==> config.mk <==
export PLATFORM = sky130hd
export DESIGN_NAME = multdiv_sequencer
export DESIGN_NICKNAME = d
export VERILOG_FILES = /design/src/rtl/multdiv_sequencer.sv
export SDC_FILE = /design/constraint.sdc
export NUM_CORES = 1
export LEC_CHECK = 0
export BUFFER_PORTS_ARGS = -buffer_cell sky130_fd_sc_hd__buf_2
export CAP_MARGIN = 20
export CORE_ASPECT_RATIO = 0.8
export CORE_MARGIN = 5
export CORE_UTILIZATION = 40
export DETAILED_ROUTE_END_ITERATION = 16
export PLACE_DENSITY = 0.7
export SYNTH_ARGS = -nofsm -noshare
export SYNTH_HDL_FRONTEND = slang
export SYNTH_SLANG_ARGS = --single-unit
==> constraint.sdc <==
create_clock -name clock -period 7.25 [get_ports clock]
set_input_delay 1.8125 -clock clock [delete_from_list [all_inputs] [get_ports clock]]
set_output_delay 1.8125 -clock clock [all_outputs]
set_load 0.01 [all_outputs]
==> src/rtl/multdiv_sequencer.sv <==
// multdiv_sequencer
//   Sequencer for the shared multiply/divide datapath. A one-cycle ctrl_MULT or
//   ctrl_DIV request latches the operands and fires a one-cycle start to the
//   selected unit. The sequencer then waits for that unit's ready and returns
//   the result with a one-cycle data_resultRDY strobe. Divide-by-zero, a
//   simultaneous MULT+DIV request, and a unit that never answers (watchdog)
//   all complete with result 0 and exception 1, so a pipeline stall always ends.
//
// Ports
//   clock, reset                      rising-edge clock, async active-high reset
//   ctrl_MULT, ctrl_DIV               one-cycle operation requests
//   data_operandA, data_operandB      request operands
//   mult_ready/result/overflow        multiply unit handshake and result
//   div_ready/result                  divide unit handshake and result
//   op_A, op_B                        latched operands to both units
//   mult_start, div_start             one-cycle unit start pulses
//   data_result, data_exception       completed result, held until next completion
//   data_resultRDY                    one-cycle completion strobe
//   busy                              high while a unit is running (stall source)
module multdiv_sequencer #(
    parameter int unsigned WIDTH   = 32,
    parameter int unsigned TIMEOUT = 40,
    parameter int unsigned CNTW    = 6
) (
    input  logic             clock,
    input  logic             reset,
    input  logic             ctrl_MULT,
    input  logic             ctrl_DIV,
    input  logic [WIDTH-1:0] data_operandA,
    input  logic [WIDTH-1:0] data_operandB,
    input  logic             mult_ready,
    input  logic [WIDTH-1:0] mult_result,
    input  logic             mult_overflow,
    input  logic             div_ready,
    input  logic [WIDTH-1:0] div_result,
    output logic [WIDTH-1:0] op_A,
    output logic [WIDTH-1:0] op_B,
    output logic             mult_start,
    output logic             div_start,
    output logic [WIDTH-1:0] data_result,
    output logic             data_exception,
    output logic             data_resultRDY,
    output logic             busy
);

    typedef enum logic [1:0] {
        IDLE     = 2'd0,
        MULT_RUN = 2'd1,
        DIV_RUN  = 2'd2,
        DONE     = 2'd3
    } state_t;

    state_t           state_q;
    logic [CNTW-1:0]  cnt_q;
    logic [WIDTH-1:0] op_a_q;
    logic [WIDTH-1:0] op_b_q;
    logic             mult_start_q;
    logic             div_start_q;
    logic [WIDTH-1:0] result_q;
    logic             exc_q;
    logic             rdy_q;
    logic             busy_q;

    logic req_any;
    logic req_bad;
    logic timeout_hit;

    // A request is illegal when both lines fire together or a divide has a zero divisor.
    assign req_any     = ctrl_MULT | ctrl_DIV;
    assign req_bad     = (ctrl_MULT & ctrl_DIV) | (ctrl_DIV & (data_operandB == '0));
    // Counter is about to reach TIMEOUT on this edge.
    assign timeout_hit = (cnt_q == CNTW'(TIMEOUT - 1));

    always_ff @(posedge clock or posedge reset) begin
        if (reset) begin
            state_q      <= IDLE;
            cnt_q        <= '0;
            op_a_q       <= '0;
            op_b_q       <= '0;
            mult_start_q <= 1'b0;
            div_start_q  <= 1'b0;
            result_q     <= '0;
            exc_q        <= 1'b0;
            rdy_q        <= 1'b0;
            busy_q       <= 1'b0;
        end else begin
            // Strobes are single-cycle unless re-asserted below.
            mult_start_q <= 1'b0;
            div_start_q  <= 1'b0;
            rdy_q        <= 1'b0;

            // A new request wins over everything, including a ready arriving on
            // the same edge; an in-flight operation is abandoned without a strobe.
            if (req_any) begin
                cnt_q <= '0;
                if (req_bad) begin
                    state_q  <= DONE;
                    result_q <= '0;
                    exc_q    <= 1'b1;
                    rdy_q    <= 1'b1;
                    busy_q   <= 1'b0;
                end else begin
                    op_a_q <= data_operandA;
                    op_b_q <= data_operandB;
                    busy_q <= 1'b1;
                    if (ctrl_MULT) begin
                        mult_start_q <= 1'b1;
                        state_q      <= MULT_RUN;
                    end else begin
                        div_start_q <= 1'b1;
                        state_q     <= DIV_RUN;
                    end
                end
            end else begin
                case (state_q)
                    MULT_RUN: begin
                        cnt_q <= cnt_q + 1'b1;
                        if (mult_ready) begin
                            state_q  <= DONE;
                            result_q <= mult_result;
                            exc_q    <= mult_overflow;
                            rdy_q    <= 1'b1;
                            busy_q   <= 1'b0;
                        end else if (timeout_hit) begin
                            state_q  <= DONE;
                            result_q <= '0;
                            exc_q    <= 1'b1;
                            rdy_q    <= 1'b1;
                            busy_q   <= 1'b0;
                        end
                    end
                    DIV_RUN: begin
                        cnt_q <= cnt_q + 1'b1;
                        if (div_ready) begin
                            state_q  <= DONE;
                            result_q <= div_result;
                            exc_q    <= 1'b0;
                            rdy_q    <= 1'b1;
                            busy_q   <= 1'b0;
                        end else if (timeout_hit) begin
                            state_q  <= DONE;
                            result_q <= '0;
                            exc_q    <= 1'b1;
                            rdy_q    <= 1'b1;
                            busy_q   <= 1'b0;
                        end
                    end
                    DONE: begin
                        state_q <= IDLE;
                    end
                    default: begin
                        state_q <= IDLE;
                    end
                endcase
            end
        end
    end

    assign op_A           = op_a_q;
    assign op_B           = op_b_q;
    assign mult_start     = mult_start_q;
    assign div_start      = div_start_q;
    assign data_result    = result_q;
    assign data_exception = exc_q;
    assign data_resultRDY = rdy_q;
    assign busy           = busy_q;

endmodule
== After elaboration in Yosys (flattened, before gate mapping) ==
Cells that the tools add are included.
Operators by class
  $add $sub $neg: 1
  equal/unequal tests: 4
  multiplexer cells: 39
  bitwise gates (word level): 5
  reduce and logical (&&, ||, !) cells: 6
Operators by type and width (count)
  $mux 32: 5
  $pmux 32 s2: 1
  $logic_not 32->1: 1
  $mux 1: 21
  $mux 2: 6
  $mux 6: 2
  $add 6x1->6 const B: 1
  $eq 6x6->1 const B: 1
  $pmux 1 s2: 3
  $pmux 2 s2: 1
  $reduce_and 2->1: 2
  $reduce_bool 3->1: 1
  $and 1x1->1: 2
  $eq 2x1->1 const B: 1
  $eq 2x2->1 const B: 1
  $ne 2x1->1 const B: 1
  $or 1x1->1: 2
  $reduce_bool 2->1: 1
  $reduce_or 2->1: 1
  $not 1->1: 1
Word-level totals
  flip-flop bits (word level): 109
  input bits: 135
  output and inout bits: 101
  logic and storage cells: 65

== Depth between registers and ports, before layout ==
  word-level depth: 5
  mapped depth: 9
  depth with buffers taken out: 7

== Worst setup path after synthesis ==
Ideal clock, no wire load.
  path kind: in2reg
  start: in data_operandB[24]
  end: reg op_a_q[0], in the netlist op_A[0]
  library setup time: 125 ps
  data arrival time: 3206 ps
  required time: 7125 ps
  slack: 3919 ps
  stages on the path: 7
  path buffers: 2
  cell sequence: nor4_1 > nand4_1 > o211a_1 > or2_1 > buf_6 > buf_6 > mux2_4
On the way
  word-level cells in the longest chain between the ends: 5
Ends and longest elaborated chain
  start, declared: RTL line 30  | input logic [WIDTH-1:0] data_operandB,
  $logic_not 32->1: RTL line 70  | assign req_bad = (ctrl_MULT & ctrl_DIV) | (ctrl_DIV & (data_operandB == '0));
  $and 1x1->1: RTL line 70
  $or 1x1->1: RTL line 70
  $not 1->1 (no line)
  $reduce_and 2->1 (no line)
  end signal, assigned: RTL line 103  | op_a_q <= data_operandA;
  end, declared: RTL line 55  | logic [WIDTH-1:0] op_a_q;
No other way between the ends.
A chain may end at the register's enable or synchronous reset.

== Final worst setup path ==
  start: in data_operandB[8]
  end: reg op_a_q[14], in the netlist op_A[14]
The elaborated chain is that of the path after synthesis.

==> summary.txt <==
STATUS
-------------------------------------------------------------------------------
Run status ....................................................... complete, no violations

POWER AND IR DROP
-------------------------------------------------------------------------------
Pwr/cell area ....................................................   234 nW/um2
Leakage power figure .............................................   0.00337 uW
Largest voltage drop on the vdd net ..............................       154 uV

SETUP PATH
-------------------------------------------------------------------------------
R2r worst-path depth .............................................            9
Worst setup EP type ..............................................     register
Slack of the worst reg-to-reg path ...............................      5110 ps
Highest fanout seen on the critical path .........................           52
CP Data Required Time ............................................      7490 ps
Critical path launch point type .................................. primary input
Arrival time at the worst endpoint ...............................      4060 ps
Destination of the worst register-to-register timing path ........ data_result[24]$_DFFE_PP0P_
Crit Path Class .................................................. primary input to register
Critical R2R Launch .............................................. state_q[0]$_DFF_PP0_

DIE
-------------------------------------------------------------------------------
Initial cell density of the core .................................        40.4%
Floorplan Core Area ..............................................   12,700 um2
Die Outline Area .................................................   15,200 um2
Die Span X .......................................................       137 um
Row count ........................................................           37
Die Y ............................................................       111 um
IO Count .........................................................          236

TIMING
-------------------------------------------------------------------------------
Hold Fails Final Rpt .............................................            0
Total of endpoints with negative setup slack in the final report .            0
Worst slew margin ................................................        45.9%
Crit share post-route ............................................        52.8%
Setup total negative slack .......................................         0 ps
Setup clock skew after layout ....................................      6.67 ps
Number of max-slew violations in the final report ................            0
Period minus WS final ............................................      3830 ps
Unrepaired setup endpoints after global routing ..................           no
Fmax achieved ....................................................      261 MHz
Worst slew pin tran ..............................................       812 ps

FINISH
-------------------------------------------------------------------------------
Leading cell type in the layout, fill and taps excluded .......... sky130_fd_sc_hd__buf_2
Final cell utilization of the core ...............................        53.0%
Total non-filler cell area in the finished layout ................     6720 um2
Most frequent cells in the layout ................................ sky130_fd_sc_hd__buf_2, sky130_fd_sc_hd__dfrtp_1, sky130_fd_sc_hd__mux2_4, sky130_fd_sc_hd__o2bb2ai_1
Combined flip-flop and latch cell area ...........................     2730 um2
Ratio of cells with drive above 1 in the final layout ............        54.3%
Area of combinational cells with multiple inputs .................     2190 um2
Number of diodes added for antenna fixing ........................            0
Final net count ..................................................          734
Fill cell instance count of the final layout .....................        1,142
Area Growth Syn to Fin ...........................................        31.1%

DRT
-------------------------------------------------------------------------------
Number of DRC violations after detailed routing ..................            0
Pre-antenna DRT Iters ............................................            5
Routed via count divided by cell count ...........................         5.31
Total Wirelength .................................................    14,600 um
Initial drt markers ..............................................          181
Number of vias in the routed layout ..............................        4,112
Average detailed-routed wire length per instance .................      18.9 um
Antenna Violating Nets Remaining .................................            0

RUN
-------------------------------------------------------------------------------
Number of violations of the max-capacitance limit ................            0

LOGIC SYNTHESIS
-------------------------------------------------------------------------------
Number of synthesis warnings .....................................            0
Number of different library cells in the post-synthesis netlist ..           36
Cell type contributing the most total cell area after synthesis .. sky130_fd_sc_hd__dfrtp_1
Flops & latches, synth ...........................................          109
Biggest area contributors in the synthesized netlist ............. sky130_fd_sc_hd__dfrtp_1, sky130_fd_sc_hd__mux2_4, sky130_fd_sc_hd__o2bb2ai_1
Total nets after synthesis .......................................          513
Post-synthesis sequential area ratio .............................        53.2%
Post-synthesis area per instance .................................     13.7 um2
Synthesized instance count .......................................          375
Proportion of netlist area held by the largest area contributor ..        53.2%
Post-synth design cell area ......................................     5120 um2

GLOBAL ROUTING
-------------------------------------------------------------------------------
Vias in the first global route ...................................        4,412
Grt total ovfl ...................................................            0
Pin count of the biggest net entering global routing .............           65
Antenna violations before repair .................................            0
Tot GR Track Use .................................................        19.2%
First-pass GRT wire length .......................................    23,100 um

CLOCK NETWORK
-------------------------------------------------------------------------------
H-tree level count ...............................................            3
Clock tree from TritonCTS ........................................        built
Post-CTS setup buffer count ......................................            0
Num CTS Buffers ..................................................            9
Master cell of the clock root buffer ............................. sky130_fd_sc_hd__clkbuf_16
Clock transition at path regs ....................................        70 ps
Clock Sink Count .................................................          109
Clock latency at the later pin of the worst-skew pair ............       350 ps
Hold buffers post-CTS ............................................            0
Number of cells upsized or downsized after cts ...................            0
Deepest clock path buffer count ..................................            2

HOLD PATH
-------------------------------------------------------------------------------
Hold Crit Depth ..................................................            1
Kind of path behind the tightest hold check ...................... register to register
Hold path start .................................................. op_B[23]$_DFFE_PP0P_
Hold EP .......................................................... op_B[23]$_DFFE_PP0P_

PLACEMENT
-------------------------------------------------------------------------------
Global placement routability congestion ..........................        0.775
Port bufs ........................................................          235
Final HPWL DP ....................................................    10,700 um
Cell area after placement ........................................     6400 um2

where the power goes:
group          switching [uW]  internal (uW)  leakage (uW)
sequential               52.0            681       0.00135
combinational             179            197       0.00190
clock                     227            233      0.000129
total                     458           1110       0.00337
metrics by stage:
stage               hold WS (ps)  std cells  setup WS, ps  total power, uW
floorplan                    517        375          2560              960
global placement             488        757          3050             1100
detailed placement           488        758          2990             1120
CTS                          515        773          3370             1580
global route                 526        775          3350             1640
finish                       513        775          3420             1570
synth_stat cells (all sizes together):
cell and number:
o211a 1, nand4 3, nor3 1, a32o 1
o211ai 2, or2 2, a21oi 2, o221ai 31
a32oi 1, clkbuf 21, nand3 4, a2bb2oi 31
ha 3, o22ai 1, xnor2 2, o41ai 1
xor2 3, nand2b 3, nand2 7, mux2 64
nor2 15, o21ai 1, and4 1, nor2b 2
o21bai 2, mux2i 1, o2bb2ai 32, buf 13
o31a 1, inv 6, dfrtp 109, nor4 8
layer usage:
layer | share of wire, % | global-route usage (%)
met5 | 0 | 0
met1 | 42 | 24.4
met3 | 8.9 | 5.81
met4 | 0.81 | 4.57
met2 | 48 | 31.9
sequential cells by signal (all words and copies together), names as in the netlist:
register and flops:
div_start 1, state_q 2, data_resultRDY 1, data_result 32, op_A 32, busy 1, op_B 32, cnt_q 6
mult_start 1, data_exception 1
worst max-delay path by stage:
| stage | end | cells past startpoint | startpoint |
|---|---|---|---|
| after floorplan | busy$_DFFE_PP0P_ | 1 | reset |
| after global placement | op_A[16]$_DFFE_PP0P_ | 7 | data_operandB[17] |
| after detailed placement | op_A[14]$_DFFE_PP0P_ | 7 | data_operandB[8] |
| after CTS | op_A[14]$_DFFE_PP0P_ | 7 | data_operandB[8] |
| after global routing | op_A[15]$_DFFE_PP0P_ | 8 | data_operandB[8] |
| final | op_A[14]$_DFFE_PP0P_ | 8 | data_operandB[8] |
final cells by class:
class / count / share of cell area [%]
clock buffer: 10 / 3.41
clock inverter: 5 / 0.521
inverter: 6 / 0.372
multi-input combinational: 226 / 32.6
sequential: 109 / 40.6
tap: 175 / 3.26
timing repair buffer: 244 / 19.2
critical path, stage by stage:
cell and delay, ps:
sky130_fd_sc_hd__buf_2 100, sky130_fd_sc_hd__nor4_1 440, sky130_fd_sc_hd__nand4_1 160, sky130_fd_sc_hd__o211a_1 230
sky130_fd_sc_hd__buf_4 250, sky130_fd_sc_hd__or2_4 410, sky130_fd_sc_hd__buf_16 260, sky130_fd_sc_hd__mux2_4 350
cell families after synthesis:
group / Yosys count / share of synthesized area (%)
multiplexers: 65 / 18.7
XOR/XNOR: 5 / 0.855
flip-flops: 109 / 53.2
AND/OR/NAND/NOR: 46 / 4.47
adder cells (fa/ha/maj): 3 / 0.733
buffers and inverters: 40 / 4.08
AO/OA/AOI/OAI: 107 / 18.0
Power figures use the tool's default switching activity.
